## config.mk

```make
export PLATFORM = sky130hd
export DESIGN_NAME = multiword_add_seq
export DESIGN_NICKNAME = d
export VERILOG_FILES = /design/src/rtl/multiword_add_seq_pkg.sv /design/src/rtl/multiword_add_seq_carrysel.sv /design/src/rtl/multiword_add_seq.sv
export SDC_FILE = /design/constraint.sdc
export NUM_CORES = 1
export LEC_CHECK = 0
export BUFFER_PORTS_ARGS = -buffer_cell sky130_fd_sc_hd__buf_4
export CAP_MARGIN = 40
export CORE_AREA = 4 4 138 140
export DETAILED_ROUTE_END_ITERATION = 10
export DIE_AREA = 0 0 142 144
export PLACE_DENSITY = 0.88
export REMOVE_ABC_BUFFERS = 1
export SLEW_MARGIN = 30
export SYNTH_ARGS = -nofsm -noshare
export SYNTH_HDL_FRONTEND = slang
export SYNTH_SLANG_ARGS = --single-unit
```

## constraint.sdc

```tcl
create_clock -name clk -period 5.91 [get_ports clk]
set_input_delay 1.4775 -clock clk [delete_from_list [all_inputs] [get_ports clk]]
set_output_delay 1.4775 -clock clk [all_outputs]
set_load 0.005 [all_outputs]
```

## src/rtl/multiword_add_seq_pkg.sv

```systemverilog
// Shared constants and FSM encoding for the multi-word add/subtract sequencer.
package multiword_add_seq_pkg;

    localparam int LIMB_W = 16;

    typedef enum logic [1:0] {
        ST_IDLE = 2'd0,
        ST_RUN  = 2'd1,
        ST_DONE = 2'd2
    } state_e;

endpackage

```

## src/rtl/multiword_add_seq_carrysel.sv

```systemverilog
// 16-bit carry-select adder: four 4-bit blocks, each precomputing its sum for
// carry-in 0 and 1, with the incoming block carry selecting the result.
module sixteenbit_carrysel
    import multiword_add_seq_pkg::*;
(
    input  logic [LIMB_W-1:0] x,
    input  logic [LIMB_W-1:0] y,
    input  logic              cin,
    output logic [LIMB_W-1:0] sum,
    output logic              cout
);

    localparam int BLK_W = 4;
    localparam int N_BLK = LIMB_W / BLK_W;

    logic [N_BLK:0] blk_c;

    assign blk_c[0] = cin;

    for (genvar g = 0; g < N_BLK; g++) begin : g_blk
        logic [BLK_W:0] sum_c0;
        logic [BLK_W:0] sum_c1;

        assign sum_c0 = {1'b0, x[g*BLK_W +: BLK_W]} + {1'b0, y[g*BLK_W +: BLK_W]};
        assign sum_c1 = {1'b0, x[g*BLK_W +: BLK_W]} + {1'b0, y[g*BLK_W +: BLK_W]}
                        + {{BLK_W{1'b0}}, 1'b1};

        assign sum[g*BLK_W +: BLK_W] = blk_c[g] ? sum_c1[BLK_W-1:0] : sum_c0[BLK_W-1:0];
        assign blk_c[g+1]            = blk_c[g] ? sum_c1[BLK_W]     : sum_c0[BLK_W];
    end

    assign cout = blk_c[N_BLK];

endmodule

```

## src/rtl/multiword_add_seq.sv

```systemverilog
// Multi-word add/subtract sequencer. Streams one 16-bit limb per cycle through
// a single carry-select adder, LSB limb first, chaining the carry between limbs.
//
// state | meaning
// IDLE  | op_ready high, waiting for an operand request
// RUN   | one limb per clock through the adder, carry held in carry_q
// DONE  | res_valid high, result held until res_ready
module multiword_add_seq
    import multiword_add_seq_pkg::*;
#(
    parameter int LIMBS = 4
) (
    input  logic                  clk,
    input  logic                  rst,
    input  logic                  op_valid,
    output logic                  op_ready,
    input  logic [16*LIMBS-1:0]   op_a,
    input  logic [16*LIMBS-1:0]   op_b,
    input  logic                  op_cin,
    input  logic                  op_sub,
    output logic                  res_valid,
    input  logic                  res_ready,
    output logic [16*LIMBS-1:0]   res_sum,
    output logic                  res_cout,
    output logic                  res_ovf
);

    localparam int W     = LIMB_W * LIMBS;
    localparam int CNT_W = (LIMBS > 1) ? $clog2(LIMBS) : 1;
    localparam logic [CNT_W-1:0] LAST_LIMB = CNT_W'(LIMBS - 1);

    state_e             state_q, state_d;
    logic [CNT_W-1:0]   cnt_q, cnt_d;
    logic               carry_q, carry_d;
    logic [W-1:0]       a_q, a_d;
    logic [W-1:0]       b_q, b_d;
    logic [W-1:0]       res_sum_q, res_sum_d;
    logic               res_cout_q, res_cout_d;
    logic               res_ovf_q, res_ovf_d;
    logic               op_ready_q, op_ready_d;
    logic               res_valid_q, res_valid_d;

    logic [LIMB_W-1:0]  add_x;
    logic [LIMB_W-1:0]  add_y;
    logic [LIMB_W-1:0]  add_sum;
    logic               add_cout;

    // Select the current limb of the captured operands for the shared adder.
    always_comb begin
        add_x = '0;
        add_y = '0;
        for (int i = 0; i < LIMBS; i++) begin
            if (cnt_q == CNT_W'(i)) begin
                add_x = a_q[i*LIMB_W +: LIMB_W];
                add_y = b_q[i*LIMB_W +: LIMB_W];
            end
        end
    end

    sixteenbit_carrysel u_adder (
        .x    (add_x),
        .y    (add_y),
        .cin  (carry_q),
        .sum  (add_sum),
        .cout (add_cout)
    );

    // Next-state, datapath and registered handshake outputs.
    always_comb begin
        state_d     = state_q;
        cnt_d       = cnt_q;
        carry_d     = carry_q;
        a_d         = a_q;
        b_d         = b_q;
        res_sum_d   = res_sum_q;
        res_cout_d  = res_cout_q;
        res_ovf_d   = res_ovf_q;
        op_ready_d  = op_ready_q;
        res_valid_d = res_valid_q;

        case (state_q)
            ST_IDLE: begin
                if (op_valid && op_ready_q) begin
                    a_d         = op_a;
                    b_d         = op_sub ? ~op_b : op_b;
                    carry_d     = op_sub ? 1'b1 : op_cin;
                    res_sum_d   = '0;
                    res_cout_d  = 1'b0;
                    res_ovf_d   = 1'b0;
                    cnt_d       = '0;
                    op_ready_d  = 1'b0;
                    state_d     = ST_RUN;
                end
            end
            ST_RUN: begin
                for (int i = 0; i < LIMBS; i++) begin
                    if (cnt_q == CNT_W'(i)) begin
                        res_sum_d[i*LIMB_W +: LIMB_W] = add_sum;
                    end
                end
                carry_d = add_cout;
                if (cnt_q == LAST_LIMB) begin
                    // Overflow: carry out of the sign bit differs from carry into it.
                    res_cout_d  = add_cout;
                    res_ovf_d   = add_cout ^ (add_x[LIMB_W-1] ^ add_y[LIMB_W-1] ^ add_sum[LIMB_W-1]);
                    res_valid_d = 1'b1;
                    state_d     = ST_DONE;
                end else begin
                    cnt_d = cnt_q + CNT_W'(1);
                end
            end
            ST_DONE: begin
                if (res_ready) begin
                    res_valid_d = 1'b0;
                    op_ready_d  = 1'b1;
                    state_d     = ST_IDLE;
                end
            end
            default: begin
                state_d     = ST_IDLE;
                op_ready_d  = 1'b1;
                res_valid_d = 1'b0;
            end
        endcase
    end

    // State registers with synchronous reset.
    always_ff @(posedge clk) begin
        if (rst) begin
            state_q     <= ST_IDLE;
            cnt_q       <= '0;
            carry_q     <= 1'b0;
            a_q         <= '0;
            b_q         <= '0;
            res_sum_q   <= '0;
            res_cout_q  <= 1'b0;
            res_ovf_q   <= 1'b0;
            op_ready_q  <= 1'b1;
            res_valid_q <= 1'b0;
        end else begin
            state_q     <= state_d;
            cnt_q       <= cnt_d;
            carry_q     <= carry_d;
            a_q         <= a_d;
            b_q         <= b_d;
            res_sum_q   <= res_sum_d;
            res_cout_q  <= res_cout_d;
            res_ovf_q   <= res_ovf_d;
            op_ready_q  <= op_ready_d;
            res_valid_q <= res_valid_d;
        end
    end

    assign op_ready  = op_ready_q;
    assign res_valid = res_valid_q;
    assign res_sum   = res_sum_q;
    assign res_cout  = res_cout_q;
    assign res_ovf   = res_ovf_q;

endmodule

```

==> results.sh, run 1 <==
export IMPL_status="finished, final reports clean"
export IMPL_synth_area_leaders="dfxtp_1, nand2_1, a21oi_1"
export IMPL_grt_pass1_vias=8616
export IMPL_cts_tree="done"
export IMPL_wire_per_inst_um=15.8
export IMPL_wl_met2_um=12800
export IMPL_place_ws_ps=955
export IMPL_cts_resized=0
export IMPL_die_h_um=144
export IMPL_track_usage_pct=24.4
export IMPL_row_count=49
export IMPL_start_util_pct=54.1
export IMPL_num_fill_cells=1458
export IMPL_multi_input_area_um2=5210
export IMPL_nets=1580
export IMPL_yosys_most_used_dff="dfxtp_1"
export IMPL_postCtsSetupBuffers=0
export IMPL_antenna_left=0
export IMPL_p_comb_share_pct=17.8
export IMPL_cp_data_arrival_time_ps=5460
export IMPL_top_layer_used="met4"
export IMPL_p_sw_w=0.000970
export IMPL_dp_final_hpwl_um=18100
export IMPL_yosys_warnings=0
export IMPL_rsz0062_at_grt="false"
export IMPL_regToRegSetupSlack_ps=860
export IMPL_stdcell_count=1662
export IMPL_dr_pass1_iters=5
export IMPL_hold_viol=0
export IMPL_synthArstFlopShare_pct=0
export IMPL_synth_seq_area_share_pct=41.7
export IMPL_seq_area_um2=4020
export IMPL_layout_commonest_cell="nand2_1"
export IMPL_power_density_nw_per_um2=290
export IMPL_dp_cells=1622
export IMPL_clockPowerShare_pct=39.5
export IMPL_drt_iter0_drc=626
export IMPL_die_area_um2=20400
export IMPL_syn_area_um2=9650
export IMPL_drive_above_1_share_pct=19.2
export IMPL_layout_common_cells="nand2_1, buf_4, dfxtp_1"
export IMPL_syn_area_per_cell_um2=7.57
export IMPL_start_kind="flip-flop"
export IMPL_crit_fanout=39
export IMPL_io_buffer_count=201
export IMPL_netlist_cell_type_count=46
export IMPL_num_antenna_cells=0
export IMPL_ir_drop_uv=249
export IMPL_reg2reg_from="cnt_q[1]"
export IMPL_grt_max_degree=100
export IMPL_drc=0
export IMPL_overflow=0
export IMPL_hold_path_class="reg -> reg"
export IMPL_cts_made_buffers=21
export IMPL_wirelength_met1_um=10800
export IMPL_wl_um=26200
export IMPL_crit_path_end_kind="flip-flop"
export IMPL_worstMarginPinSlew_ps=772
export IMPL_yosys_area_top_type="dfxtp_1"
export IMPL_worstSkewPairLatency_ps=500
export IMPL_period_needed_ps=5050
export IMPL_max_freq_ghz=0.198
export IMPL_min_path_cells=2
export IMPL_finalWeightedCongestion=0.884
export IMPL_crit_required_ps=6320
export IMPL_synthCells=1275
export IMPL_hold_end="res_sum[22]"
export IMPL_cts_buffer_depth=3
export IMPL_post_route_period_util_pct=85.5
export IMPL_r2r_end="res_ovf"
export IMPL_switching_share_pct=27.8
export IMPL_route_met3_wl_um=1790
export IMPL_via_count=9131
export IMPL_setup_worst_path_start="cnt_q[1]"
export IMPL_clockRootBuffer="clkbuf_16"
export IMPL_finalClockSkew_ps=17.4
export IMPL_path_clk_slew_ps=70
export IMPL_yosysTopAreaCellShare_pct=41.7
export IMPL_antenna_found_initial=0
export IMPL_p_seq_share_pct=42.7
export IMPL_hp_start="res_sum[22]"
export IMPL_core_um2=17800
export IMPL_areaGrowthSynthToFinish_pct=24.6
export IMPL_synth_seq_cells=201
export IMPL_synth_edf_count=0
export IMPL_viasPerCell=5.49
export IMPL_p_int_w=0.00251
export IMPL_cts_max_level=1
export IMPL_setup_violations=0
export IMPL_drv_cap=0
export IMPL_ioPinCount=202
export IMPL_power_leakage_nw=4.84
export IMPL_critPathKind="reg -> reg"
export IMPL_grt_pass1_wl_um=41500
export IMPL_reg2reg_depth=19
export IMPL_slew_headroom_pct=48.4
export IMPL_ctsHoldBuffers=0
export IMPL_die_w_um=142
export IMPL_slew_viol_final=0
export IMPL_cts_sinks=201
export IMPL_fin_ws_ps=856
-- worst max path at each step --
stage	slack (ps)	depth (start not counted)	end
after floorplan	-9080	5	res_cout
after global placement	1200	16	res_sum[11]
after detailed placement	960	19	res_ovf
after CTS	920	19	res_ovf
after global routing	410	19	res_ovf
final	860	19	res_ovf
-- cell usage after synthesis (4+ instances only) --
cell      instances
a32oi_1          10
clkbuf_1         72
nand2_1         298
nor2b_1           4
buf_2             6
a22oi_1           4
buf_1            21
ha_1             24
inv_1            14
fa_1              4
a211oi_1         66
mux2i_1           4
nand2b_1          7
nand3_1          10
nor3_1            4
nor2_1          168
xor2_1            8
a21oi_2           6
nand4_1           4
dfxtp_1         201
a21oi_1         194
xnor2_1          75
a21o_1            6
o21ai_0          34
-- state kept, by name, summed over array words and instances, names as in the netlist --
register,cells
a_q,64
b_q,64
res_sum,64
cnt_q,2
state_q,2
carry_q,1
op_ready,1
res_cout,1
res_ovf,1
res_valid,1
-- through the flow --
stage               utilization (%)  cell area (um^2)  hold WS (ps)  TNS [ps]  total power, W
floorplan                         -              9270           431  -1363360         0.00190
global placement               62.7             11200           439         0         0.00209
detailed placement             63.1             11300           447         0         0.00212
CTS                            67.2             12000           455         0         0.00349
global route                   67.4             12000           472         0         0.00363
finish                         67.4             12000           455         0         0.00348
-- per-layer routing --
layer / up-vias / GRT usage [%]
met5: - / 0
met4: 0 / 9.04
met3: 47 / 3.24
met2: 320 / 42.4
met1: 4211 / 31.1
li1: 4553 / -
-- critical path, cell delays in order, from the launching register on --
cell and delay (ps):
dfxtp_1 340, inv_1 100, ha_2 660, buf_4 460, a21oi_1 130, nor2_1 100
a21oi_1 50, o21ai_0 170, ha_1 200, inv_1 60, fa_1 430, xnor2_1 250
nand2_1 80, o21ai_0 400, nor4b_1 280, mux2i_1 180, a21oi_2 280, and3_1 230
xnor3_1 320, o31ai_1 200
-- power by group through the flow --
stage / Clock (W) / Combinational (W) / Sequential (W)
5_1_grt: 0.00144 / 0.000688 / 0.00150
2_1_floorplan: 0 / 0.000398 / 0.00150
6_report: 0.00137 / 0.000621 / 0.00149
4_1_cts: 0.00139 / 0.000612 / 0.00149
3_5_place_dp: 0 / 0.000606 / 0.00152
3_3_place_gp: 0 / 0.000580 / 0.00151
-- final cells by class --
class | count | share of cell area [%]
multi-input cells | 961 | 43.3
inverters | 14 | 0.437
repair buffers | 219 | 14.4
clock buffers | 27 | 4.73
clock inverters | 11 | 1.22
flip-flops and latches | 201 | 33.5
well taps | 229 | 2.38
-- logic make-up after synthesis --
logic type	share of synthesized area (%)
flops	41.7
compound gates	20.0
buf+inv	4.48
simple gates	21.2
fa+ha+maj	3.94
mux	0.765
xor+xnor	7.94
No activity file was read; power rests on OpenSTA's default activity.
==> inputs of run 2 (changes only) <==
--- a/config.mk
+++ b/config.mk
@@ -10,7 +10,7 @@
 export CORE_AREA = 4 4 138 140
 export DETAILED_ROUTE_END_ITERATION = 10
 export DIE_AREA = 0 0 142 144
-export PLACE_DENSITY = 0.88
+export PLACE_DENSITY = 0.79
 export REMOVE_ABC_BUFFERS = 1
 export SLEW_MARGIN = 30
 export SYNTH_ARGS = -nofsm -noshare
==> results.sh, run 2 (same netlist as run 1, synthesis figures left out) <==
export IMPL_status="finished, final reports clean"
export IMPL_cts_max_level=1
export IMPL_r2r_end="res_sum[29]"
export IMPL_rsz0062_at_grt="false"
export IMPL_cts_sinks=201
export IMPL_dr_pass1_iters=6
export IMPL_worstSkewPairLatency_ps=500
export IMPL_io_buffer_count=201
export IMPL_busiest_layer="met2"
export IMPL_worstMarginPinSlew_ps=753
export IMPL_hold_viol=0
export IMPL_layout_commonest_cell="nand2_1"
export IMPL_hold_path_class="reg -> reg"
export IMPL_cts_tree="done"
export IMPL_power_density_nw_per_um2=281
export IMPL_fin_util_pct=67.0
export IMPL_postCtsSetupBuffers=0
export IMPL_drt_iter0_drc=634
export IMPL_critPathKind="reg -> reg"
export IMPL_wl_um=24500
export IMPL_antenna_left=0
export IMPL_grtUsageMet2_pct=38.0
export IMPL_cts_made_buffers=21
export IMPL_post_route_period_util_pct=82.2
export IMPL_ioPinCount=202
export IMPL_die_w_um=142
export IMPL_ctsHoldBuffers=0
export IMPL_met1_usage_pct=31.8
export IMPL_tns_ps=0
export IMPL_drv_cap=0
export IMPL_grt_pass1_vias=7982
export IMPL_start_util_pct=54.1
export IMPL_power_leakage_nw=4.81
export IMPL_hold_end="res_sum[7]"
export IMPL_clockRootBuffer="clkbuf_16"
export IMPL_dp_final_hpwl_um=17500
export IMPL_core_um2=17800
export IMPL_min_path_cells=2
export IMPL_cts_resized=0
export IMPL_place_ws_ps=1090
export IMPL_drc=0
export IMPL_regToRegSetupSlack_ps=1050
export IMPL_slew_headroom_pct=49.7
export IMPL_grt_max_degree=90
export IMPL_crit_fanout=41
export IMPL_stdcell_count=1659
export IMPL_track_usage_pct=22.8
export IMPL_die_area_um2=20400
export IMPL_finalClockSkew_ps=16.5
export IMPL_drive_above_1_share_pct=19.2
export IMPL_viasPerCell=5.32
export IMPL_reg2reg_from="cnt_q[1]"
export IMPL_fin_ws_ps=1050
export IMPL_reg2reg_depth=19
export IMPL_ir_drop_uv=204
export IMPL_die_h_um=144
export IMPL_cp_data_arrival_time_ps=5220
export IMPL_cts_buffer_depth=3
export IMPL_grtUsageMet3_pct=3.64
export IMPL_start_kind="flip-flop"
export IMPL_grt_pass1_wl_um=39000
export IMPL_slew_viol_final=0
export IMPL_max_freq_ghz=0.206
export IMPL_layout_common_cells="nand2_1, buf_4, dfxtp_1"
export IMPL_overflow=0
export IMPL_nets=1580
export IMPL_via_count=8832
export IMPL_crit_required_ps=6270
export IMPL_antenna_found_initial=0
export IMPL_crit_path_end_kind="flip-flop"
export IMPL_period_needed_ps=4860
export IMPL_areaGrowthSynthToFinish_pct=23.8
export IMPL_finalWeightedCongestion=0.903
export IMPL_row_count=49
export IMPL_wire_per_inst_um=14.8
export IMPL_setup_violations=0
export IMPL_path_clk_slew_ps=60
export IMPL_num_antenna_cells=0
export IMPL_dp_cells=1623
export IMPL_power_total_w=0.00335
export IMPL_hp_start="res_sum[7]"
run 2: cell types whose count changed in the layout (fill, tap and decap cells not counted):
cell,previous run,this run
clkbuf_8,2,7
bufinv_16,3,0
clkbuf_1,4,2
inv_6,3,1
a21oi_1,194,193
a21oi_2,6,7
buf_12,2,1
buf_16,3,2
buf_4,213,214
buf_6,1,2
clkinv_2,3,2
clkinv_4,0,1
clkinvlp_4,2,1
run 2: power by group:
group | switching (W) | leakage (nW) | total, W | internal, W
Sequential | 0.0000462 | 1.64 | 0.00149 | 0.00144
Combinational | 0.000354 | 2.84 | 0.000608 | 0.000254
Clock | 0.000523 | 0.328 | 0.00126 | 0.000738
Total | 0.000922 | 4.81 | 0.00335 | 0.00243
run 2: critical path: stages (launching register included):
cell and delay [ps]:
dfxtp_1 340, inv_1 90, ha_2 530, buf_4 480
a21oi_1 120, nor2_1 90, a21oi_1 40, o21ai_0 180
ha_1 200, inv_1 60, fa_1 420, xnor2_1 260
nand2_1 100, o21ai_0 370, nor4b_1 290, mux2i_1 190
a21oi_2 280, mux2_2 410, a32oi_1 210, nor2_1 50
run 2: final cells by class:
class / instances / area, um^2
Timing Repair Buffer: 219 / 1700
Multi-Input combinational cell: 961 / 5210
Clock buffer: 30 / 629
Clock inverter: 5 / 35.0
Tap cell: 229 / 287
Fill cell: 1522 / 5900
Inverter: 14 / 52.6
Sequential cell: 201 / 4020
run 2: stage by stage:
step / hold slack (ps) / cell area (um^2)
after floorplan: 431 / 9270
after global placement: 439 / 11200
after detailed placement: 447 / 11300
after CTS: 454 / 11900
after global routing: 469 / 11900
final: 452 / 11900
run 2: worst max path at each step:
stage,start,to,depth (start not counted)
after floorplan,op_valid,res_cout,5
after global placement,cnt_q[1],res_sum[45],19
after detailed placement,cnt_q[1],res_sum[45],19
after CTS,cnt_q[1],res_sum[13],19
after global routing,cnt_q[1],res_sum[29],19
final,cnt_q[1],res_sum[29],19
run 2: metal layers:
metal	vias up	wire length [um]
met5	-	0
met4	0	354
met3	33	1740
met2	297	11500
met1	3953	10900
li1	4549	-
==> inputs of run 3 (changes only) <==
--- a/config.mk
+++ b/config.mk
@@ -7,10 +7,10 @@
 export LEC_CHECK = 0
 export BUFFER_PORTS_ARGS = -buffer_cell sky130_fd_sc_hd__buf_4
 export CAP_MARGIN = 40
-export CORE_AREA = 4 4 138 140
+export CORE_AREA = 4 4 144 146
 export DETAILED_ROUTE_END_ITERATION = 10
-export DIE_AREA = 0 0 142 144
-export PLACE_DENSITY = 0.79
+export DIE_AREA = 0 0 148 150
+export PLACE_DENSITY = 0.76
 export REMOVE_ABC_BUFFERS = 1
 export SLEW_MARGIN = 30
 export SYNTH_ARGS = -nofsm -noshare
==> constraint.sdc (replaced) <==
create_clock -name clk -period 4.1 [get_ports clk]
set_input_delay 1.025 -clock clk [delete_from_list [all_inputs] [get_ports clk]]
set_output_delay 1.025 -clock clk [all_outputs]
set_load 0.005 [all_outputs]
==> results.sh, run 3 (same netlist as run 1, synthesis figures left out) <==
export IMPL_areaGrowthSynthToFinish_pct=35.4
export IMPL_grt_pass1_wl_um=42200
export IMPL_start_kind="flip-flop"
export IMPL_nets=1645
export IMPL_ioPinCount=202
export IMPL_power_density_nw_per_um2=405
export IMPL_finalWeightedCongestion=0.925
export IMPL_r2r_end="res_ovf"
export IMPL_tns_ps=-1170
export IMPL_via_count=9273
export IMPL_dp_final_hpwl_um=18600
export IMPL_setup_worst_path_start="cnt_q[1]"
export IMPL_track_usage_pct=22.8
export IMPL_reg2reg_from="cnt_q[1]"
export IMPL_worstSkewPairLatency_ps=510
export IMPL_grt_max_degree=112
export IMPL_antenna_left=0
export IMPL_reg2reg_depth=21
export IMPL_hold_viol=0
export IMPL_layout_commonest_cell="nand2_1"
export IMPL_period_needed_ps=4350
export IMPL_worstMarginPinSlew_ps=751
export IMPL_cp_data_arrival_time_ps=4750
export IMPL_p_int_w=0.00383
export IMPL_num_fill_cells=1628
export IMPL_layout_common_cells="nand2_1, buf_4, dfxtp_1"
export IMPL_p_comb_share_pct=19.8
export IMPL_die_h_um=150
export IMPL_wl_um=27700
export IMPL_setup_violations=23
export IMPL_drt_iter0_drc=633
export IMPL_wire_per_inst_um=15.7
export IMPL_endpoint="res_ovf"
export IMPL_grt_pass1_vias=8644
export IMPL_cts_max_level=1
export IMPL_power_leakage_nw=5.28
export IMPL_post_route_period_util_pct=106
export IMPL_dr_pass1_iters=5
export IMPL_status="finished, violations left"
export IMPL_cts_made_buffers=22
export IMPL_slew_headroom_pct=49.8
export IMPL_drc=0
export IMPL_fin_ws_ps=-252
export IMPL_critPathKind="reg -> reg"
export IMPL_row_count=51
export IMPL_crit_path_end_kind="flip-flop"
export IMPL_switching_share_pct=27.7
export IMPL_crit_required_ps=4500
export IMPL_path_clk_slew_ps=60
export IMPL_drv_cap=0
export IMPL_finalClockSkew_ps=14.7
export IMPL_viasPerCell=5.26
export IMPL_drive_above_1_share_pct=25.7
export IMPL_clockPowerShare_pct=39.7
export IMPL_clockRootBuffer="clkbuf_16"
export IMPL_die_area_um2=22200
export IMPL_cts_buffer_depth=3
export IMPL_slew_viol_final=0
export IMPL_ctsHoldBuffers=0
export IMPL_p_seq_share_pct=40.6
export IMPL_num_antenna_cells=0
export IMPL_ir_drop_uv=368
export IMPL_rsz0062_at_grt="true"
export IMPL_cts_tree="done"
export IMPL_start_util_pct=49.7
export IMPL_overflow=0
export IMPL_antenna_found_initial=0
export IMPL_max_freq_ghz=0.230
export IMPL_fin_util_pct=67.3
export IMPL_die_w_um=148
export IMPL_regToRegSetupSlack_ps=-250
export IMPL_crit_fanout=10
export IMPL_hold_path_class="reg -> reg"
export IMPL_core_um2=19400
export IMPL_violations="setup timing"
export IMPL_io_buffer_count=201
export IMPL_p_sw_w=0.00146
export IMPL_cts_sinks=201
[run 3: changes by cell type in the layout (fill, tap and decap cells not counted), moves of 7 or more]
cell	previous run	this run
o21ai_1	0	9
o21ai_0	34	24
a21oi_2	7	21
clkbuf_8	7	0
buf_12	1	10
buf_4	214	260
a21oi_1	193	179
[run 3: critical path, cell delays in order (launching register included)]
cell and delay, ps:
dfxtp_2 350, inv_4 50, ha_4 200, buf_12 130
clkbuf_16 150, a21oi_1 140, nor2_1 50, a21oi_1 110
o21ai_1 80, ha_2 200, fa_1 520, ha_2 220
nand3_4 120, nor4_2 350, nor4b_2 90, buf_4 160
mux2i_4 200, buf_6 130, a211oi_4 280, xnor2_1 160
xnor3_1 250, o31ai_1 280
[run 3: area by class of cell]
| cell class | instances | area (um^2) | share of cell area [%] |
|---|---|---|---|
| clock inverters | 15 | 193 | 1.47 |
| clock buffers | 24 | 579 | 4.43 |
| inverters | 14 | 55.1 | 0.421 |
| multi-input cells | 961 | 5450 | 41.7 |
| repair buffers | 283 | 2420 | 18.5 |
| flip-flops and latches | 201 | 4030 | 30.8 |
| well taps | 265 | 332 | 2.54 |
[run 3: how the worst min path moves through the flow]
stage | depth (start not counted) | end | start
finish | 2 | res_sum[54] | res_sum[54]
global route | 2 | res_sum[28] | res_sum[28]
CTS | 2 | res_sum[52] | res_sum[52]
detailed placement | 2 | res_sum[52] | res_sum[52]
global placement | 2 | res_sum[9] | res_sum[9]
floorplan | 2 | a_q[0] | a_q[0]
[run 3: through the flow]
stage	worst slack (ps)	hold slack (ps)	area, um^2	total power [W]	std cells
after global routing	-439	466	13100	0.00552	1763
after CTS	2.24	452	12600	0.00521	1739
after detailed placement	-193	444	11700	0.00311	1698
after global placement	1.95	438	11600	0.00309	1697
after floorplan	-10440	431	9270	0.00274	1176
final	-252	451	13100	0.00529	1763
[run 3: layer usage]
layer / GRT usage [%] / wire [um] / up-vias
met5: 0 / 0 / -
met4: 5.59 / 422 / 0
met3: 3.27 / 1770 / 32
met2: 39.3 / 13600 / 301
met1: 30.4 / 12000 / 4261
li1: - / - / 4679
[run 3: timing repair]
action	4_1_cts	5_1_grt
cloned	0	4
endpoints found under the setup margin	29	44
resized for setup	27	47
pin swaps	6	25
hold endpoints to repair	0	0
setup buffers	2	17
[run 3: power by group through the flow]
stage / registers [W] / clock network [W] / logic (W)
after floorplan: 0.00217 / 0 / 0.000574
after global routing: 0.00216 / 0.00221 / 0.00115
final: 0.00215 / 0.00210 / 0.00105
after detailed placement: 0.00219 / 0 / 0.000927
after CTS: 0.00215 / 0.00212 / 0.000951
after global placement: 0.00218 / 0 / 0.000906
